## config.mk

```make
export PLATFORM = sky130hd
export DESIGN_NAME = rob_fflags_ram_mp
export DESIGN_NICKNAME = d
export VERILOG_FILES = /design/src/rtl/rob_fflags_ram_pkg.sv /design/src/rtl/rob_fflags_ram_rdport.sv /design/src/rtl/rob_fflags_ram_mp.sv
export SDC_FILE = /design/constraint.sdc
export NUM_CORES = 1
export LEC_CHECK = 0
export ABC_CLOCK_PERIOD_IN_PS = 3100
export BUFFER_PORTS_ARGS = -buffer_cell sky130_fd_sc_hd__buf_2
export CORE_AREA = 2 2 105 107
export CTS_CLUSTER_SIZE = 40
export DETAILED_ROUTE_END_ITERATION = 10
export DIE_AREA = 0 0 107 109
export GPL_ROUTABILITY_DRIVEN = 0
export GPL_TIMING_DRIVEN = 0
export PLACE_DENSITY = 0.73
export RECOVER_POWER = 25
export SETUP_SLACK_MARGIN = 0.02
export SLEW_MARGIN = 10
export SYNTH_ARGS = -nofsm -noshare
export SYNTH_HDL_FRONTEND = slang
export SYNTH_HIERARCHICAL = 1
export SYNTH_SLANG_ARGS = --single-unit
```

## constraint.sdc

```tcl
create_clock -name clock -period 3.1 [get_ports clock]
set_input_delay 0 -clock clock [delete_from_list [all_inputs] [get_ports clock]]
set_output_delay 0 -clock clock [all_outputs]
set_load 0.02 [all_outputs]
```

## src/rtl/rob_fflags_ram_pkg.sv

```systemverilog
// -----------------------------------------------------------------------------
// rob_fflags_ram_pkg
// Shared helpers and defaults for the multi-port ROB fflags RAM.
//   clog2_depth  : ceil(log2(n)) for address and count widths.
//   even_parity  : even-parity bit over the low 'width' bits of a 64-bit word,
//                  so one function serves any entry width up to 64.
// Optional feature macro used by the RAM files: ROB_FFLAGS_RAM_PARITY_EN.
// -----------------------------------------------------------------------------
package rob_fflags_ram_pkg;

    localparam int DEFAULT_DEPTH = 7;
    localparam int DEFAULT_WIDTH = 7;

    function automatic int clog2_depth(input int n);
        int r;
        r = 0;
        for (int i = 0; i < 31; i++) begin
            if ((1 << i) < n) begin
                r = i + 1;
            end
        end
        return r;
    endfunction

    function automatic logic even_parity(input logic [63:0] data, input int width);
        logic p;
        p = 1'b0;
        for (int i = 0; i < 64; i++) begin
            if (i < width) begin
                p = p ^ data[i];
            end
        end
        return p;
    endfunction

endpackage

```

## src/rtl/rob_fflags_ram_rdport.sv

```systemverilog
// -----------------------------------------------------------------------------
// rob_fflags_ram_rdport
// One registered read port of the ROB fflags RAM: range check, write-first
// bypass from the current cycle's winning writes, and the output register.
// Optional feature macro: ROB_FFLAGS_RAM_PARITY_EN (adds i_par/i_hit_par/o_perr).
//
// Ports:
//   clock, reset      sole clock; synchronous active-high reset
//   clear             flush in progress this cycle (bypassed reads see valid=0)
//   i_en, i_addr      read enable and address
//   i_mem, i_vld      stored data array (flattened) and valid bits
//   i_hit, i_hit_data per-address "written this cycle" flag and winning data
//   i_par, i_hit_par  stored parity / parity being written (parity build only)
//   o_data, o_valid   registered read data and valid (hold when i_en=0)
//   o_perr            registered parity error (parity build only)
// -----------------------------------------------------------------------------
module rob_fflags_ram_rdport
    import rob_fflags_ram_pkg::*;
#(
    parameter int DEPTH = DEFAULT_DEPTH,
    parameter int WIDTH = DEFAULT_WIDTH,
    parameter int AW    = clog2_depth(DEPTH)
) (
    input  logic                   clock,
    input  logic                   reset,
    input  logic                   clear,
    input  logic                   i_en,
    input  logic [AW-1:0]          i_addr,
    input  logic [DEPTH*WIDTH-1:0] i_mem,
    input  logic [DEPTH-1:0]       i_vld,
    input  logic [DEPTH-1:0]       i_hit,
    input  logic [DEPTH*WIDTH-1:0] i_hit_data,
`ifdef ROB_FFLAGS_RAM_PARITY_EN
    input  logic [DEPTH-1:0]       i_par,
    input  logic [DEPTH-1:0]       i_hit_par,
    output logic                   o_perr,
`endif
    output logic [WIDTH-1:0]       o_data,
    output logic                   o_valid
);

    logic [WIDTH-1:0] w_rd_data;
    logic             w_rd_valid;
`ifdef ROB_FFLAGS_RAM_PARITY_EN
    logic             w_rd_perr;
`endif

    // Selecting by comparing against every legal index doubles as the range
    // check: an address >= DEPTH matches nothing and keeps the zero defaults.
    always_comb begin
        w_rd_data  = '0;
        w_rd_valid = 1'b0;
`ifdef ROB_FFLAGS_RAM_PARITY_EN
        w_rd_perr  = 1'b0;
`endif
        for (int a = 0; a < DEPTH; a++) begin
            if (i_addr == AW'(a)) begin
                if (i_hit[a]) begin
                    // Write-first: the new data is visible; a same-cycle clear
                    // still wins on the valid bit.
                    w_rd_data  = i_hit_data[a*WIDTH +: WIDTH];
                    w_rd_valid = !clear;
`ifdef ROB_FFLAGS_RAM_PARITY_EN
                    w_rd_perr  = !clear && (i_hit_par[a] !=
                                 even_parity(64'(i_hit_data[a*WIDTH +: WIDTH]), WIDTH));
`endif
                end else begin
                    w_rd_data  = i_mem[a*WIDTH +: WIDTH];
                    w_rd_valid = i_vld[a];
`ifdef ROB_FFLAGS_RAM_PARITY_EN
                    w_rd_perr  = i_vld[a] && (i_par[a] !=
                                 even_parity(64'(i_mem[a*WIDTH +: WIDTH]), WIDTH));
`endif
                end
            end
        end
    end

    always_ff @(posedge clock) begin
        if (reset) begin
            o_data  <= '0;
            o_valid <= 1'b0;
`ifdef ROB_FFLAGS_RAM_PARITY_EN
            o_perr  <= 1'b0;
`endif
        end else if (i_en) begin
            o_data  <= w_rd_data;
            o_valid <= w_rd_valid;
`ifdef ROB_FFLAGS_RAM_PARITY_EN
            o_perr  <= w_rd_perr;
`endif
        end
    end

endmodule

```

## src/rtl/rob_fflags_ram_mp.sv

```systemverilog
// -----------------------------------------------------------------------------
// rob_fflags_ram_mp
// Multi-port per-ROB-entry exception-flag storage. Execution units write flags
// at writeback; commit reads them at retirement through registered read ports.
// There is no flow control: a write to a valid entry simply overwrites it.
// Optional feature macro: ROB_FFLAGS_RAM_PARITY_EN (per-entry even parity,
// w_perr_inject input, r_perr output).
//
// Ports:
//   clock     sole clock, all state on posedge
//   reset     synchronous active-high; clears valids and read outputs only
//   clear     invalidates all entries (beats same-cycle writes on valid)
//   w_en      [NUM_WRITE]        write enables
//   w_addr    [NUM_WRITE*AW]     write addresses, port k at [k*AW +: AW]
//   w_data    [NUM_WRITE*WIDTH]  write data, port k at [k*WIDTH +: WIDTH]
//   r_en      [NUM_READ]         read enables
//   r_addr    [NUM_READ*AW]      read addresses
//   r_data    [NUM_READ*WIDTH]   registered read data (latency 1)
//   r_valid   [NUM_READ]         registered valid bit of the entry read
//   num_valid                    popcount of the valid bits, 0..DEPTH
//   w_perr_inject [NUM_WRITE]    invert stored parity (parity build only)
//   r_perr    [NUM_READ]         registered parity error (parity build only)
// -----------------------------------------------------------------------------
module rob_fflags_ram_mp
    import rob_fflags_ram_pkg::*;
#(
    parameter int DEPTH     = DEFAULT_DEPTH,
    parameter int WIDTH     = DEFAULT_WIDTH,
    parameter int NUM_WRITE = 2,
    parameter int NUM_READ  = 2,
    // Derived from DEPTH; do not override.
    parameter int AW        = clog2_depth(DEPTH)
) (
    input  logic                              clock,
    input  logic                              reset,
    input  logic                              clear,
    input  logic [NUM_WRITE-1:0]              w_en,
    input  logic [NUM_WRITE*AW-1:0]           w_addr,
    input  logic [NUM_WRITE*WIDTH-1:0]        w_data,
    input  logic [NUM_READ-1:0]               r_en,
    input  logic [NUM_READ*AW-1:0]            r_addr,
    output logic [NUM_READ*WIDTH-1:0]         r_data,
    output logic [NUM_READ-1:0]               r_valid,
`ifdef ROB_FFLAGS_RAM_PARITY_EN
    input  logic [NUM_WRITE-1:0]              w_perr_inject,
    output logic [NUM_READ-1:0]               r_perr,
`endif
    output logic [clog2_depth(DEPTH+1)-1:0]   num_valid
);

    localparam int CW = clog2_depth(DEPTH + 1);

    logic [DEPTH*WIDTH-1:0] r_mem;
    logic [DEPTH-1:0]       r_vld;
    logic [DEPTH-1:0]       w_hit;
    logic [DEPTH*WIDTH-1:0] w_hit_data;
`ifdef ROB_FFLAGS_RAM_PARITY_EN
    logic [DEPTH-1:0]       r_par;
    logic [DEPTH-1:0]       w_hit_par;
`endif

    // Per-address write arbitration. Ports are scanned in ascending order so
    // the highest-index port writing an address overrides the lower ones.
    // Out-of-range addresses match no entry and are dropped.
    always_comb begin
        w_hit      = '0;
        w_hit_data = '0;
`ifdef ROB_FFLAGS_RAM_PARITY_EN
        w_hit_par  = '0;
`endif
        for (int a = 0; a < DEPTH; a++) begin
            for (int k = 0; k < NUM_WRITE; k++) begin
                if (w_en[k] && (w_addr[k*AW +: AW] == AW'(a))) begin
                    w_hit[a]                     = 1'b1;
                    w_hit_data[a*WIDTH +: WIDTH] = w_data[k*WIDTH +: WIDTH];
`ifdef ROB_FFLAGS_RAM_PARITY_EN
                    w_hit_par[a] = even_parity(64'(w_data[k*WIDTH +: WIDTH]), WIDTH)
                                   ^ w_perr_inject[k];
`endif
                end
            end
        end
    end

    // Data (and parity) array: never reset, but a write in a reset cycle is
    // discarded because reset overrides everything that cycle.
    always_ff @(posedge clock) begin
        if (!reset) begin
            for (int a = 0; a < DEPTH; a++) begin
                if (w_hit[a]) begin
                    r_mem[a*WIDTH +: WIDTH] <= w_hit_data[a*WIDTH +: WIDTH];
`ifdef ROB_FFLAGS_RAM_PARITY_EN
                    r_par[a]                <= w_hit_par[a];
`endif
                end
            end
        end
    end

    // Clear beats same-cycle writes on the valid bits only.
    always_ff @(posedge clock) begin
        if (reset || clear) begin
            r_vld <= '0;
        end else begin
            r_vld <= r_vld | w_hit;
        end
    end

    // CW holds DEPTH, so the count never wraps.
    always_comb begin
        num_valid = '0;
        for (int a = 0; a < DEPTH; a++) begin
            num_valid = num_valid + CW'(r_vld[a]);
        end
    end

    for (genvar j = 0; j < NUM_READ; j++) begin : g_rd
        rob_fflags_ram_rdport #(
            .DEPTH (DEPTH),
            .WIDTH (WIDTH),
            .AW    (AW)
        ) u_rdport (
            .clock      (clock),
            .reset      (reset),
            .clear      (clear),
            .i_en       (r_en[j]),
            .i_addr     (r_addr[j*AW +: AW]),
            .i_mem      (r_mem),
            .i_vld      (r_vld),
            .i_hit      (w_hit),
            .i_hit_data (w_hit_data),
`ifdef ROB_FFLAGS_RAM_PARITY_EN
            .i_par      (r_par),
            .i_hit_par  (w_hit_par),
            .o_perr     (r_perr[j]),
`endif
            .o_data     (r_data[j*WIDTH +: WIDTH]),
            .o_valid    (r_valid[j])
        );
    end

endmodule
```

; After elaboration in Yosys (flattened, before gate mapping)
; Index checks and enable logic that the tools add are counted.
[classes]
addsub = 6
eq_ne = 24
mux = 70
reduce_logical = 20
n_bitwise = 1
[op_table]
columns = cell, count
row1 = $mux W7, 35
row2 = $eq A3 B3 Y1 const B, 12
row3 = $mux W1, 35
row4 = $eq A3 B2 Y1 const B, 8
row5 = $logic_and A1 B1 Y1, 14
row6 = $add A3 B1 Y3, 4
row7 = $eq A3 B1 Y1 const B, 4
row8 = $logic_not A3 Y1, 4
row9 = $or A7 B7 Y7, 1
row10 = $add A2 B1 Y3, 1
row11 = $add A1 B1 Y2, 1
row12 = $logic_not A1 Y1, 1
row13 = $logic_or A1 B1 Y1, 1
[totals]
input_bits = 33
word_cells = 127
regBits = 72
out_inout_bits = 19

; Depth between registers and ports, before layout
; Gate-level depths: netlist of run 1.
[logic_depth]
depth_word = 12
depth_mapped = 9

; Modules after synthesis
; Netlist of run 1, hierarchy kept.
[modules_own_cells]
columns = mod, area_each_um2, n_inst, cells_per_inst, seq_area_each_um2
row1 = rob_fflags_ram_rdport, 1506.4, 2, 181, 160.2
row2 = rob_fflags_ram_mp, 2562.5, 1, 166, 1611.5

; Least setup slack after synthesis of run 1
; Ideal clock, no wire load.
[synth_timing]
path_type = reg2out
startpoint = reg r_vld[0]
endpoint = out num_valid[1]
slack_ps = 745
n_path_buf = 0
t_arrival_ps = 2355
t_required_ps = 3100
stages_incl_launch_ff = 7
path_cell_list = dfxtp_1 > inv_1 > fa_1 > fa_1 > inv_1 > fa_1 > fa_1
[synth_between]
elab_chain_len = 6
[synth_rtl]
columns = element, line
row1 = start: declaration, rob_fflags_ram_mp.sv:54  ; logic [DEPTH-1:0] r_vld;
row2 = start signal: assignment, rob_fflags_ram_mp.sv:105  ; r_vld <= r_vld | w_hit;
row3 = $add A1 B1 Y2, rob_fflags_ram_mp.sv:113  ; num_valid = num_valid + CW'(r_vld[a]);
row4 = $add A2 B1 Y3, rob_fflags_ram_mp.sv:113
row5 = $add A3 B1 Y3 (4 in series), rob_fflags_ram_mp.sv:113
row6 = end: declaration, rob_fflags_ram_mp.sv:48  ; output logic [clog2_depth(DEPTH+1)-1:0] num_valid
; No other way between the ends.

; Worst setup path after layout of run 1
; Same ends and word-level chain as after synthesis.

==> impl_metrics.json, run 1 <==
{
  "drc": 0,
  "synth_seq_cells": 72,
  "hold_path.class": "in2reg",
  "final_area_sq_um": 6175,
  "ys_seq_area_share_pct": 34.65,
  "wl_met1_microns": 7056,
  "routed-wl-met3_microns": 1877,
  "firstDrtPassIters": 6,
  "pin_count": 52,
  "synth_area_sq_um": 5575,
  "antenna_found_initial": 0,
  "via_count": 4940,
  "numCtsBuffers": 9,
  "worstPathArrival_ns": 2.94,
  "period_share_pct": 94.73,
  "finalSetupTns_ns": 0,
  "slew_headroom_pct": 55.25,
  "maxSlewViolCount": 0,
  "synth_fp_nets": 565,
  "timing.final.ws_setup_ns": 0.1634,
  "die-width_microns": 107,
  "fp.dieH_microns": 109,
  "num-nets-final": 627,
  "dp_hpwl_microns": 13420,
  "required_ns": 3.10,
  "outcome": "finished clean",
  "grt_usage_pct": 31.50,
  "cts.sinks": 72,
  "wl_met2_microns": 7927,
  "wl_microns": 17970,
  "start_kind": "register",
  "numPlacedInstances": 719,
  "core_sq_um": 10600,
  "yosysMostFrequentCell": "mux2i_1",
  "powerDensity_nw_per_um2": 401.8,
  "synth_top_area_share_pct": 26.39,
  "hold_violations": 0,
  "place_ws_ns": 0.2611,
  "avgSynthCellArea_sq_um": 10.56,
  "drive_gt1_share_pct": 20.17,
  "dieArea_sq_um": 11660,
  "peakVddDrop_v": 0.0002240,
  "post-synth-top-area-cell": "edfxtp_1",
  "final.setup_skew_ns": 0.01255,
  "drt_iter0_markers": 400,
  "cts_root_buf": "clkbuf_8",
  "stdcell_count": 735,
  "rows": 38,
  "netlist_top_cells_area": "edfxtp_1, mux2i_1, dfxtp_1",
  "fin_util_pct": 58.24,
  "path_cells": "inv_1 -> fa_1 -> fa_1 -> inv_1 -> fa_1 -> fa_1 -> buf_2",
  "fin_hold_ws_ns": 0.02540,
  "synth_edf_count": 49,
  "clk_path_buf_depth": 2,
  "post_cts_buffers": 0,
  "port_buffers": 51,
  "maxCapViolCount": 0,
  "htree_levels": 3,
  "via_per_inst": 6.721,
  "ys.warnings.count": 6,
  "cts.hold.buffers_added": 0,
  "syn_inst": 528,
  "cpMaxStageDelayCell": "fa_1",
  "areaGrowthSynthToFinish_pct": 10.75,
  "place_area_sq_um": 6006,
  "clkTransAtPathRegs_ns": 0.09,
  "crit_path_frequent_cell": "fa_1",
  "cp_slowest_stage_delay_ns": 0.50,
  "end_kind": "primary output",
  "worst_slew_pin_slew_ns": 0.6685,
  "worst-path-max-fanout": 4,
  "initial_utilization_pct": 52.58,
  "period_needed_ns": 2.937,
  "synth_top_flop_cell": "edfxtp_1",
  "async_reset_ff_share_pct": 0,
  "critPathKind": "reg2out",
  "synthTopCellsByCount": "mux2i_1, a22o_1, edfxtp_1",
  "wire_per_inst_microns": 24.45,
  "grt_pass1_wl_microns": 26650,
  "leakage_nw": 2.012,
  "rsz0062_at_grt": "false",
  "fin_total_pwr_mw": 2.481,
  "cts_resized": 0,
  "globalRouteOverflowTotal": 0,
  "antennaDiodeCount": 0,
  "grt_pass1_vias": 4604,
  "grt_max_degree": 17,
  "netlist-cell-type-count": 41,
  "top_layer": "met4",
  "ant_nets": 0,
  "clk_latency_ns": 0.35,
  "maxClockFrequency_mhz": 340.5,
  "setup_violations": 0,
  "cts_tree": "done"
}
power breakdown:
| part | internal (mW) | switching [mW] | leakage [nW] |
|---|---|---|---|
| Clock | 0.440 | 0.376 | 0.113 |
| Combinational | 0.214 | 0.362 | 1.35 |
| Sequential | 1.07 | 0.0237 | 0.550 |
| Total | 1.72 | 0.762 | 2.01 |
metal layers:
| metal | up-vias | track usage [%] |
|---|---|---|
| li1 | 2200 | - |
| met1 | 2343 | 40.22 |
| met2 | 317 | 48.23 |
| met3 | 80 | 8.906 |
| met4 | 0 | 17.63 |
| met5 | - | 0 |
registers in the layout, summed over array words and instances, names as in the netlist:
name	flops
g_rd.u_rdport/o_data	14
g_rd.u_rdport/o_valid	2
r_mem	49
r_vld	7
cell families after synthesis:
group,count (synthesis),synth area share [%]
AO/OA/AOI/OAI,202,29.87
adder cells (fa/ha/maj),4,1.436
buffers and inverters,46,3.860
flip-flops,72,34.65
multiplexers,78,14.00
AND/OR/NAND/NOR,126,16.18
cell type report:
cell class / instances / area, sq um
fillers: 898 / 4428
multi-input cells: 410 / 3403
flip-flops and latches: 72 / 1932
repair buffers: 51 / 234.0
clock buffers: 14 / 206.4
well taps: 140 / 175.2
plain buffers: 36 / 171.4
inverters: 10 / 37.54
clock inverters: 2 / 15.01
layout by cell type, fill, tap and decap left out, types with 3 or more instances in the layout:
| cell | count |
|---|---|
| a211oi_1 | 30 |
| nand4bb_1 | 3 |
| clkbuf_1 | 32 |
| nand2b_1 | 33 |
| nor2_4 | 3 |
| fa_1 | 4 |
| clkbuf_16 | 3 |
| o21a_1 | 9 |
| nand4b_1 | 3 |
| and4b_1 | 3 |
| dfxtp_1 | 23 |
| o21ai_1 | 16 |
| nor2_1 | 9 |
| buf_2 | 47 |
| nor2b_1 | 38 |
| clkbuf_8 | 9 |
| a21oi_1 | 4 |
| buf_4 | 4 |
| o21ai_0 | 46 |
| edfxtp_1 | 49 |
| o22ai_1 | 14 |
| clkbuf_2 | 4 |
| and2_1 | 14 |
| a22o_1 | 49 |
| inv_1 | 10 |
| mux2i_1 | 78 |
| a221oi_2 | 16 |
| o32ai_2 | 16 |
worst max-delay path: cells and delay by family (launching register included):
kind                     cells  cell delay, ns
adder cells (fa/ha/maj)      4            1.85
flip-flops                   1            0.43
buffers and inverters        3            0.31
final timing paths:
path                                                from                          to  slack [ns]  depth (start not counted)
worst min register to register  g_rd[1].u_rdport/o_valid    g_rd[1].u_rdport/o_valid        0.51                          2
worst max-delay path                            r_vld[0]                num_valid[1]        0.16                          7
worst max register to register                  r_mem[0]  g_rd[1].u_rdport/o_data[0]        1.36                          5
worst min-delay path                             r_en[1]  g_rd[1].u_rdport/o_data[5]        0.03                          3
No activity file was read; power rests on OpenSTA's default activity.
==> inputs of run 2 (changes only) <==
--- a/config.mk
+++ b/config.mk
@@ -6,7 +6,7 @@
 export NUM_CORES = 1
 export LEC_CHECK = 0
 export ABC_CLOCK_PERIOD_IN_PS = 3100
-export BUFFER_PORTS_ARGS = -buffer_cell sky130_fd_sc_hd__buf_2
+export BUFFER_PORTS_ARGS = -buffer_cell sky130_fd_sc_hd__buf_4
 export CORE_AREA = 2 2 105 107
 export CTS_CLUSTER_SIZE = 40
 export DETAILED_ROUTE_END_ITERATION = 10
==> run 2 against run 1 <==
Net effect: non-clock buffer count rose by 2; cell count is 0.27% higher; flip-flop and latch count unchanged; total power decreased by 5.1%; setup slack worse by 0.054 ns; global-route usage rose by 0.44 points; critical path depth is the same; utilization grew 0.52 points; first-iteration DRC count up 24%; sequential power about the same; cell area up 0.89%; register-to-register slack lost 0.02 ns; largest cell class unchanged.
==> impl_metrics.json, run 2 (same netlist as run 1, synthesis figures left out) <==
{
  "rsz0062_at_grt": "false",
  "globalRouteOverflowTotal": 0,
  "grt_pass1_vias": 4574,
  "start_kind": "register",
  "critPathKind": "reg2out",
  "peakVddDrop_v": 0.0002754,
  "top_register": "r_mem",
  "numCtsBuffers": 9,
  "grt_usage_pct": 31.95,
  "hold_start": "clear",
  "timing.rr.end": "g_rd[1].u_rdport/o_data[0]",
  "via_per_inst": 6.597,
  "end_kind": "primary output",
  "grt_pass1_wl_microns": 27060,
  "dieArea_sq_um": 11660,
  "final_area_sq_um": 6230,
  "layout_common_cells": "mux2i_1, a22o_1, edfxtp_1",
  "core_sq_um": 10600,
  "areaGrowthSynthToFinish_pct": 11.74,
  "cts_root_buf": "clkbuf_8",
  "grt_util_met2_pct": 49.09,
  "use_met1_pct": 42.76,
  "reg2reg_depth": 5,
  "powerDensity_nw_per_um2": 377.9,
  "antenna_found_initial": 0,
  "worst-path-max-fanout": 4,
  "fp.dieH_microns": 109,
  "ant_nets": 0,
  "leakage_nw": 2.025,
  "reg2reg_from": "r_mem[0]",
  "rows": 38,
  "period_share_pct": 96.46,
  "drt_iter0_markers": 494,
  "via_count": 4862,
  "wl_microns": 18160,
  "num-nets-final": 629,
  "grt_max_degree": 17,
  "place_ws_ns": 0.2182,
  "wire_per_inst_microns": 24.64,
  "cts.sinks": 72,
  "hold_path.class": "in2reg",
  "post_cts_buffers": 0,
  "maxCapViolCount": 0,
  "hold_violations": 0,
  "required_ns": 3.10,
  "final.setup_skew_ns": 0.01512,
  "firstDrtPassIters": 6,
  "clkTransAtPathRegs_ns": 0.08,
  "min_to": "g_rd[1].u_rdport/o_valid",
  "dp_hpwl_microns": 13690,
  "cts_tree": "done",
  "largest_register_ffs": 49,
  "reg2reg_slack_ns": 1.34,
  "timing.final.ws_setup_ns": 0.1099,
  "port_buffers": 51,
  "finalSetupTns_ns": 0,
  "busiest_layer": "met2",
  "clk_path_buf_depth": 2,
  "maxSlewViolCount": 0,
  "grtUsageMet3_pct": 5.200,
  "crit_start": "r_vld[0]",
  "initial_utilization_pct": 52.58,
  "slew_headroom_pct": 51.51,
  "place_area_sq_um": 6133,
  "worst_slew_pin_slew_ns": 0.7242,
  "holdPathStages": 4,
  "clk_latency_ns": 0.37,
  "top_regs": "r_mem: 49 flops, g_rd.u_rdport/o_data: 14 flops, r_vld: 7 flops",
  "maxClockFrequency_mhz": 334.4,
  "pin_count": 52,
  "drc": 0,
  "drive_gt1_share_pct": 20.27,
  "antennaDiodeCount": 0,
  "die-width_microns": 107,
  "worstPathArrival_ns": 2.99,
  "layout_commonest_cell": "mux2i_1",
  "outcome": "finished clean",
  "fin_util_pct": 58.76,
  "period_needed_ns": 2.990,
  "setup_violations": 0,
  "htree_levels": 3
}
==> run 2: cell count changes in the layout (fill, tap and decap cells not counted), sizes merged <==
cell,before,now
clkinv,1,3
dlygate4sd3,0,2
clkbuf,48,46
==> run 2: worst max-delay path, cell delays in order, from the launching register on <==
cell	delay [ns]
dfxtp_1	0.43
inv_1	0.09
fa_1	0.51
fa_1	0.51
inv_1	0.05
fa_1	0.37
fa_1	0.51
buf_4	0.14
==> run 2: worst max-delay path by stage <==
| stage | to | slack (ns) |
|---|---|---|
| 6_report | num_valid[1] | 0.11 |
| 5_1_grt | num_valid[1] | 0.06 |
| 4_1_cts | num_valid[1] | 0.12 |
| 3_5_place_dp | g_rd[1].u_rdport/o_data[4] | 0.22 |
| 3_3_place_gp | g_rd[1].u_rdport/o_data[4] | 0.26 |
| 2_1_floorplan | num_valid[1] | 0.75 |
==> run 2: layer usage <==
layer	share of wire (%)	vias to the layer above
met1	42	2300
met3	7.7	73
met4	6.4	0
met2	44	278
met5	0	-
li1	-	2211
==> run 2: what timing repair did <==
item / 4_1_cts / 5_1_grt
gates resized for setup: 0 / 0
endpoints found under the hold margin: 10 / 0
hold buffers: 2 / 0
==> run 2: cell type report <==
| type | count | area, sq um |
|---|---|---|
| clock inverters | 4 | 21.27 |
| repair buffers | 53 | 342.8 |
| clock buffers | 12 | 145.1 |
| plain buffers | 36 | 170.2 |
| inverters | 10 | 37.54 |
| multi-input cells | 410 | 3406 |
| well taps | 140 | 175.2 |
| flip-flops and latches | 72 | 1932 |
| fillers | 912 | 4373 |
==> run 2: power by group <==
group	switching (mW)	leakage [nW]	internal, mW
clock	0.362	0.0905	0.309
sequential	0.0240	0.550	1.07
combinational	0.363	1.38	0.230
==> run 2: metrics by stage <==
| step | power, mW | hold slack [ns] | std cells |
|---|---|---|---|
| finish | 2.354 | 0.09398 | 737 |
| CTS | 2.355 | 0.09972 | 737 |
| global route | 2.423 | 0.1009 | 737 |
| detailed placement | 1.701 | 0.3682 | 719 |
| global placement | 1.689 | 0.3586 | 719 |
| floorplan | 1.478 | 0.2146 | 528 |
